`src/rtl/vc_buffer_array.sv`:
```
// Router input buffer: NumVC virtual-channel FIFOs, per-VC wormhole input lock, packet-held round-robin output.
// Flit head layout: [FW-1:FW-2] type, [FW-3:FW-4] x/y dest, [FW-5 -: 8] pkt_size. VCB_CREDIT_EN enables credit_o.
module vc_buffer_array #(
    parameter int NumVC     = 2,
    parameter int FlitBuff  = 2,
    parameter int FlitWidth = 34,
    localparam int VcWidth  = $clog2(NumVC),
    localparam int CntWidth = $clog2(FlitBuff) + 1
) (
    input  logic                      clk,
    input  logic                      arst,
    input  logic [FlitWidth-1:0]      fdata_i,
    input  logic [VcWidth-1:0]        vc_id_i,
    input  logic                      valid_i,
    output logic                      ready_o,
    output logic [FlitWidth-1:0]      fdata_o,
    output logic [VcWidth-1:0]        vc_id_o,
    output logic                      valid_o,
    input  logic                      ready_i,
    output logic [NumVC*CntWidth-1:0] ocup_o,
    output logic [NumVC-1:0]          credit_o
);

    localparam int PtrWidth   = $clog2(FlitBuff);
    localparam int PktSzWidth = 8;
    localparam int TypeLsb    = FlitWidth - 2;
    localparam int PktSzLsb   = FlitWidth - 4 - PktSzWidth;

    typedef enum logic [1:0] {
        HEAD_FLIT = 2'b00,
        BODY_FLIT = 2'b01,
        TAIL_FLIT = 2'b10
    } flit_type_t;

    logic [FlitWidth-1:0] mem    [NumVC][FlitBuff];
    logic [PtrWidth-1:0]  wr_ptr [NumVC];
    logic [PtrWidth-1:0]  rd_ptr [NumVC];
    logic [CntWidth-1:0]  count  [NumVC];

    logic [NumVC-1:0]     full;
    logic [NumVC-1:0]     empty;
    logic [NumVC-1:0]     wr_en;
    logic [NumVC-1:0]     rd_en;
    logic [NumVC-1:0]     in_lock;

    logic                 out_lock;
    logic [VcWidth-1:0]   locked_vc;
    logic [VcWidth-1:0]   rr_ptr;
    logic [VcWidth-1:0]   grant;
    logic [VcWidth-1:0]   cand;
    logic                 found;

    logic                 vc_ok;
    logic                 accept;
    logic                 pop;
    flit_type_t           in_type;
    flit_type_t           out_type;
    logic                 in_sized;
    logic                 out_sized;
    logic [FlitWidth-1:0] head_flit;

    function automatic logic [PtrWidth-1:0] next_ptr(input logic [PtrWidth-1:0] p);
        return (p == PtrWidth'(FlitBuff - 1)) ? '0 : p + 1'b1;
    endfunction

    generate
        if (NumVC == (1 << VcWidth)) begin : g_vc_pow2
            assign vc_ok = 1'b1;
        end else begin : g_vc_npow2
            assign vc_ok = (vc_id_i < VcWidth'(NumVC));
        end
    endgenerate

    always_comb begin
        in_type  = flit_type_t'(fdata_i[TypeLsb +: 2]);
        in_sized = |fdata_i[PktSzLsb +: PktSzWidth];
        ready_o  = 1'b0;
        if (vc_ok) begin
            ready_o = !full[vc_id_i] && !((in_type == HEAD_FLIT) && in_lock[vc_id_i]);
        end
        accept = valid_i && ready_o;
    end

    always_comb begin
        full  = '0;
        empty = '0;
        wr_en = '0;
        rd_en = '0;
        for (int unsigned v = 0; v < NumVC; v++) begin
            full[v]  = (count[v] == CntWidth'(FlitBuff));
            empty[v] = (count[v] == '0);
            wr_en[v] = accept && (vc_id_i == VcWidth'(v));
            rd_en[v] = pop && (grant == VcWidth'(v));
        end
    end

    // Search starts one past the last served VC; an open packet pins the grant.
    always_comb begin
        grant = rr_ptr;
        cand  = '0;
        found = 1'b0;
        for (int unsigned i = 1; i <= NumVC; i++) begin
            cand = VcWidth'((32'(rr_ptr) + i) % 32'(NumVC));
            if (!found && !empty[cand]) begin
                grant = cand;
                found = 1'b1;
            end
        end
        if (out_lock) begin
            grant = locked_vc;
        end
        valid_o   = out_lock ? !empty[locked_vc] : |(~empty);
        head_flit = mem[grant][rd_ptr[grant]];
        fdata_o   = head_flit;
        vc_id_o   = grant;
        out_type  = flit_type_t'(head_flit[TypeLsb +: 2]);
        out_sized = |head_flit[PktSzLsb +: PktSzWidth];
        pop       = valid_o && ready_i;
    end

    always_comb begin
        ocup_o = '0;
        for (int unsigned v = 0; v < NumVC; v++) begin
            ocup_o[v*CntWidth +: CntWidth] = count[v];
        end
    end

    always_ff @(posedge clk) begin
        for (int unsigned v = 0; v < NumVC; v++) begin
            if (wr_en[v]) begin
                mem[v][wr_ptr[v]] <= fdata_i;
            end
        end
    end

    always_ff @(posedge clk) begin
        if (arst) begin
            for (int unsigned v = 0; v < NumVC; v++) begin
                wr_ptr[v]  <= '0;
                rd_ptr[v]  <= '0;
                count[v]   <= '0;
                in_lock[v] <= 1'b0;
            end
        end else begin
            for (int unsigned v = 0; v < NumVC; v++) begin
                if (wr_en[v]) begin
                    wr_ptr[v] <= next_ptr(wr_ptr[v]);
                end
                if (rd_en[v]) begin
                    rd_ptr[v] <= next_ptr(rd_ptr[v]);
                end
                if (wr_en[v] && !rd_en[v]) begin
                    count[v] <= count[v] + 1'b1;
                end else if (!wr_en[v] && rd_en[v]) begin
                    count[v] <= count[v] - 1'b1;
                end
                // Single-flit packets (pkt_size==0) neither open nor close a wormhole.
                if (wr_en[v]) begin
                    if ((in_type == HEAD_FLIT) && in_sized) begin
                        in_lock[v] <= 1'b1;
                    end else if (in_type == TAIL_FLIT) begin
                        in_lock[v] <= 1'b0;
                    end
                end
            end
        end
    end

    always_ff @(posedge clk) begin
        if (arst) begin
            out_lock  <= 1'b0;
            locked_vc <= '0;
            rr_ptr    <= VcWidth'(NumVC - 1);
        end else if (pop) begin
            rr_ptr <= grant;
            if ((out_type == HEAD_FLIT) && out_sized) begin
                out_lock  <= 1'b1;
                locked_vc <= grant;
            end else if (out_type == TAIL_FLIT) begin
                out_lock <= 1'b0;
            end
        end
    end

`ifdef VCB_CREDIT_EN
    logic [NumVC-1:0] credit_q;

    always_ff @(posedge clk) begin
        if (arst) begin
            credit_q <= '0;
        end else begin
            credit_q <= rd_en;
        end
    end

    assign credit_o = credit_q;
`else
    assign credit_o = '0;
`endif

`ifndef NO_ASSERTIONS
    logic fifo_err;

    always_comb begin
        fifo_err = |(wr_en & full) || |(rd_en & empty);
    end

    a_fifo_err: assert property (@(posedge clk) disable iff (arst) !fifo_err);
`endif

endmodule
```
`config.mk`:
```
export PLATFORM = sky130hd
export DESIGN_NAME = vc_buffer_array
export DESIGN_NICKNAME = d
export VERILOG_FILES = /design/src/rtl/vc_buffer_array.sv
export SDC_FILE = /design/constraint.sdc
export NUM_CORES = 1
export LEC_CHECK = 0
export ABC_AREA = 1
export BUFFER_PORTS_ARGS = -buffer_cell sky130_fd_sc_hd__buf_2
export CAP_MARGIN = 0
export CORE_MARGIN = 8
export CORE_UTILIZATION = 28
export DETAILED_ROUTE_END_ITERATION = 6
export MAX_ROUTING_LAYER = met4
export PLACE_DENSITY_LB_ADDON = 0.25
export SLEW_MARGIN = 20
export SYNTH_ARGS = -nofsm -noshare
export SYNTH_HDL_FRONTEND = slang
export SYNTH_SLANG_ARGS = --single-unit
```
`constraint.sdc`:
```
create_clock -name clk -period 6.9 [get_ports clk]
set_input_delay 1.035 -clock clk [delete_from_list [all_inputs] [get_ports clk]]
set_output_delay 1.035 -clock clk [all_outputs]
set_load 0.1 [all_outputs]
```
**Word level (Yosys, flattened, before mapping)**

Memories as Yosys holds them, arrays and structs flattened.
Cells that the tools add are included.

- Bitwise operators: 14
- Multipliers: 0
- Muxes and demuxes: 70
- Shift-type cells: 0
- Eq/ne operators: 4
- Order comparisons: 9
- Divide/modulo/power cells: 0
- Add/subtract/negate cells: 10
- Reduce and logical (&&, ||, !) cells: 39

Operators by type and width:

| cell | number |
|---|---|
| 2-to-1 mux 68 bit | 4 |
| 2-to-1 mux 34 bit | 5 |
| demux 34 bit (select 1 bit) | 2 |
| OR reduction 68 bit | 1 |
| 2-to-1 mux 1 bit | 55 |
| logical AND 1 bit | 17 |
| OR reduction 8 bit | 2 |
| == test 2 bit, second input constant | 4 |
| zero test 1 bit | 8 |
| zero test 2 bit | 4 |
| < comparator 1 x 2 -> 1 bit, second input constant | 4 |
| 2-to-1 mux 2 bit | 4 |
| OR 1 bit | 8 |
| AND reduction 2 bit | 4 |
| adder 1 bit, second input constant | 6 |
| >= comparator 2 bit, second input constant | 3 |
| NOT 1 -> 2 bit | 3 |
| adder 2 x 1 -> 2 bit, second input constant | 2 |
| < comparator 2 x 1 -> 1 bit, second input constant | 2 |
| nonzero test 2 bit | 2 |
| subtractor 2 x 1 -> 2 bit, second input constant | 2 |
| NOT 1 bit | 2 |
| NOT 2 bit | 1 |
| OR reduction 2 bit | 1 |

- Bits in read-only memories: 0
- Bits in latches: 0
- Output and inout port bits: 43
- Logic and storage cells: 155
- Input bits: 39
- Register bits after elaboration: 5
- Memories kept: 4
- Bits in writable memories: 144

Memory list:

| name | words | bits a word | rd ports | clocked after Yosys merged registers in | write ports | RTL line | source |
|---|---|---|---|---|---|---|---|
| mem | 2 | 68 | 1 | 0 | 1 | 35 | `logic [FlitWidth-1:0] mem [NumVC][FlitBuff];` |
| count | 2 | 2 | 2 | 0 | 2 | 38 | `logic [CntWidth-1:0] count [NumVC];` |
| rd_ptr | 2 | 1 | 3 | 0 | 2 | 37 | `logic [PtrWidth-1:0] rd_ptr [NumVC];` |
| wr_ptr | 2 | 1 | 2 | 0 | 2 | 36 | `logic [PtrWidth-1:0] wr_ptr [NumVC];` |

**Depth between registers and ports, before layout**

An unclocked memory read counts as a cell.

- Depth in word-level cells: 17
- Mapped depth: 17
- Gate-level depth less buffers: 16

**Worst setup path before layout**

OpenSTA, ideal clock, no wires.

- Path type: reg2out
- From: memory count[0][1] (netlist name)
- To: output port fdata_o[10]
- Arrival time: 4644 ps
- Slack: 1221 ps
- Buffers on the path: 3
- Required time: 5865 ps
- Cell stages (with the launch flop): 12
- Cells stage by stage: edfxtp_1 -> inv_1 -> nand2_2 -> nand2_2 -> nand2_2 -> nand2_2 -> nand2_2 -> nand2_4 -> buf_6 -> buf_6 -> buf_2 -> o31ai_1

RTL lines:

| element | RTL line | source |
|---|---|---|
| start: declaration | 38 |  |
| end: declaration | 16 | `output logic [FlitWidth-1:0] fdata_o,` |

==> flow_summary_export.csv <==
group,metric,value,unit
route,first_pass_iters,4,
synth,synth_compound_area_share,7.43,%
sta,fmax,0.215,GHz
layout,drive_above_1_share,26.4,%
placement,port_buffers,79,
sta,maxSlewViolCount,0,
synth,synthXorXnorAreaFrac,0.138,%
cts,clk_pin_slew_worst_paths,60,ps
grt,grt.total_usage,10.8,%
route,drc,0,
cts,cts_root_buf,"clkbuf_16",
cts,cts_hold_buf,0,
grt,grt_pass1_wl,22600,microns
route,wl,14300,microns
outcome,outcome,"completed",
placement,place_congestion,0.757,
sta,worstMarginPinSlew,1020,ps
placement,dp_hpwl,9050,microns
sta,rsz0062_at_grt,"no",
sta,period_needed,4660,ps
synth,synth_area_per_cell,12.1,sq um
cts,cts_buffers,17,
route,ant_nets,0,
cts,postCtsSetupBuffers,0,
layout,n_antenna_cell,0,
synth,syn-instance-count,525,
route,drt_iter0_markers,225,
setup_path,cp.arrival,3630,ps
job,maxCapViolations,0,
synth,synth_cell_type_count,33,
setup_path,cp_max_fo,72,
route,vias_per_cell,4.42,
cts,clkSinkCount,149,
layout,syn2layout_area_growth,19.5,%
synth,synth_top_family_by_area,"simple AND/OR/NAND/NOR gates",
synth,yosysSeqAreaShare,69.5,%
synth,synth_fa_ha_area_share,0.393,%
synth,synth_area,0.00637,sq mm
sta,hold_viol_final,0,
placement,post-place-ws,2630,ps
cts,clock_path_buffers,2,
setup_path,startpoint_type,"register",
layout,fillers,2204,
synth,synthSimpleGateAreaFrac,16.9,%
cts,clk_latency,400,ps
setup_path,crit_type,"reg -> out",
synth,muxShareOfSynthArea,0,%
cts,cts_resized,0,
die,die-area,0.0278,sq mm
synth,synth_seq_cells,149,
synth,ys_warn_count,0,
hold_path,min_path_type,"reg -> reg",
setup_path,end_kind,"output pin",
sta,fin_skew,5.83,ps
setup_path,cp.required,5860,ps
layout,nets,645,
grt,antenna_found_initial,0,
die,die_x,167,microns
route,vias,3990,
layout,ff_latch_area,0.00442,sq mm
synth,synth_flop_cell,"edfxtp_1",
route,routedWlPerCell,15.9,microns
sta,setup_slack,2240,ps
sta,relSlewSlack,32.1,%
sta,tns,0,ps
grt,grt_overflow,0,
sta,period_share,67.6,%
die,ios,82,
synth,async_flop_share,0,%
die,coreArea,0.0225,sq mm
die,rows,55,
cts,cts_tree,"done",
layout,multi_input_area,0.00162,sq mm
synth,synth_edf_count,144,
sta,setup_violations,0,
grt,grt_max_degree,73,
die,die_y,167,microns
die,initial_core_util,28.3,%
layout,fin_util,33.8,%
cts,htreeDepth,4,
grt,grt_pass1_vias,4104,
## metal layers
metal | vias to the layer above | GRT usage [%] | part of all wire [%] | routed length [microns]
met5 | - | - | 0 | 0
met3 | 14 | 2.34 | 4.9 | 698
met2 | 108 | 17.1 | 47 | 6700
met4 | 0 | 3.72 | 1.2 | 172
met1 | 1890 | 13.6 | 47 | 6760
li1 | 1978 | - | - | -
## Yosys cell counts, types with 7 or more instances
| cell type | instances | area, sq um |
|---|---|---|
| clkbuf_1 | 7 | 26.3 |
| o31ai_1 | 25 | 188 |
| or2_2 | 24 | 150 |
| edfxtp_1 | 144 | 4320 |
| o211ai_1 | 24 | 180 |
| nand2_2 | 9 | 56.3 |
| nand3b_1 | 15 | 113 |
| inv_1 | 47 | 176 |
| nand2_1 | 98 | 368 |
| nor2_1 | 62 | 233 |
| nand3_1 | 9 | 45.0 |
## cells by family (layout without fill, tap and decap cells)
kind of cell	count (synthesis)	count (layout)
adder cells (fa/ha/maj)	2	2
AND/OR/NAND/NOR	229	229
buffers and inverters	76	167
AO/OA/AOI/OAI	67	67
flip-flops	149	149
other	1	2
XOR/XNOR	1	1
## critical path, cell delays in order (launching register included)
cell	delay, ps
edfxtp_1	420
inv_1	120
ha_1	220
a21oi_2	90
nand2_4	200
nand2_8	310
inv_2	870
nor2_1	90
o31ai_1	380
buf_2	510
## placed cells by master (no fill, tap or decap)
cell	instances
or2_2	24
nand2_8	1
clkinv_1	5
inv_2	5
dfxtp_1	5
nand3_1	9
buf_2	79
a21oi_1	6
xor2_1	1
nor2_1	58
clkbuf_1	1
a21oi_2	2
o31ai_1	25
clkinvlp_4	1
nand2_1	98
nand2_2	9
buf_12	1
conb_1	2
clkbuf_16	17
nand2_4	3
nor2_4	5
clkinv_2	5
inv_1	47
o211ai_1	24
bufinv_16	3
o21ai_0	4
ha_1	2
nor4_1	1
o21ai_2	2
nor2_2	2
buf_4	3
nand3b_2	1
nand4_1	3
nand3b_1	15
o21ai_1	4
edfxtp_1	144
## registers in the layout, indices dropped and copies added, names as in the netlist
register	cells
in_lock	2
locked_vc	1
wr_ptr	2
out_lock	1
rd_ptr	2
rr_ptr	1
mem	136
count	4
## layout make-up
cell class	instances	share of cell area [%]
timing repair buffer	83	5.76
clock inverter	14	1.86
tap	285	4.69
clock buffer	18	5.64
inverter	52	2.57
multi-input combinational	301	21.3
sequential	149	58.2
## through the flow
step	hold WS, ps	cells	cell area, sq um
2_1_floorplan	433	526	6370
3_5_place_dp	459	870	7040
3_3_place_gp	447	869	7020
5_1_grt	492	902	7610
6_report	464	902	7610
4_1_cts	470	902	7610
## worst paths after layout
check / startpoint / slack [ps] / end / depth (start not counted)
worst max register to register: count[1][0]$_DFFE_PP_ / 3740 / count[0][0]$_SDFFCE_PN0P_ / 10
worst min-delay path: in_lock[0]$_SDFFE_PP0P_ / 460 / in_lock[0]$_SDFFE_PP0P_ / 2
worst max-delay path: count[1][0]$_DFFE_PP_ / 2240 / fdata_o[14] / 9
worst min register to register: in_lock[0]$_SDFFE_PP0P_ / 460 / in_lock[0]$_SDFFE_PP0P_ / 2
Power is not shown: default switching activity piles up to over one toggle a cycle in this logic, so the estimate is an artifact.
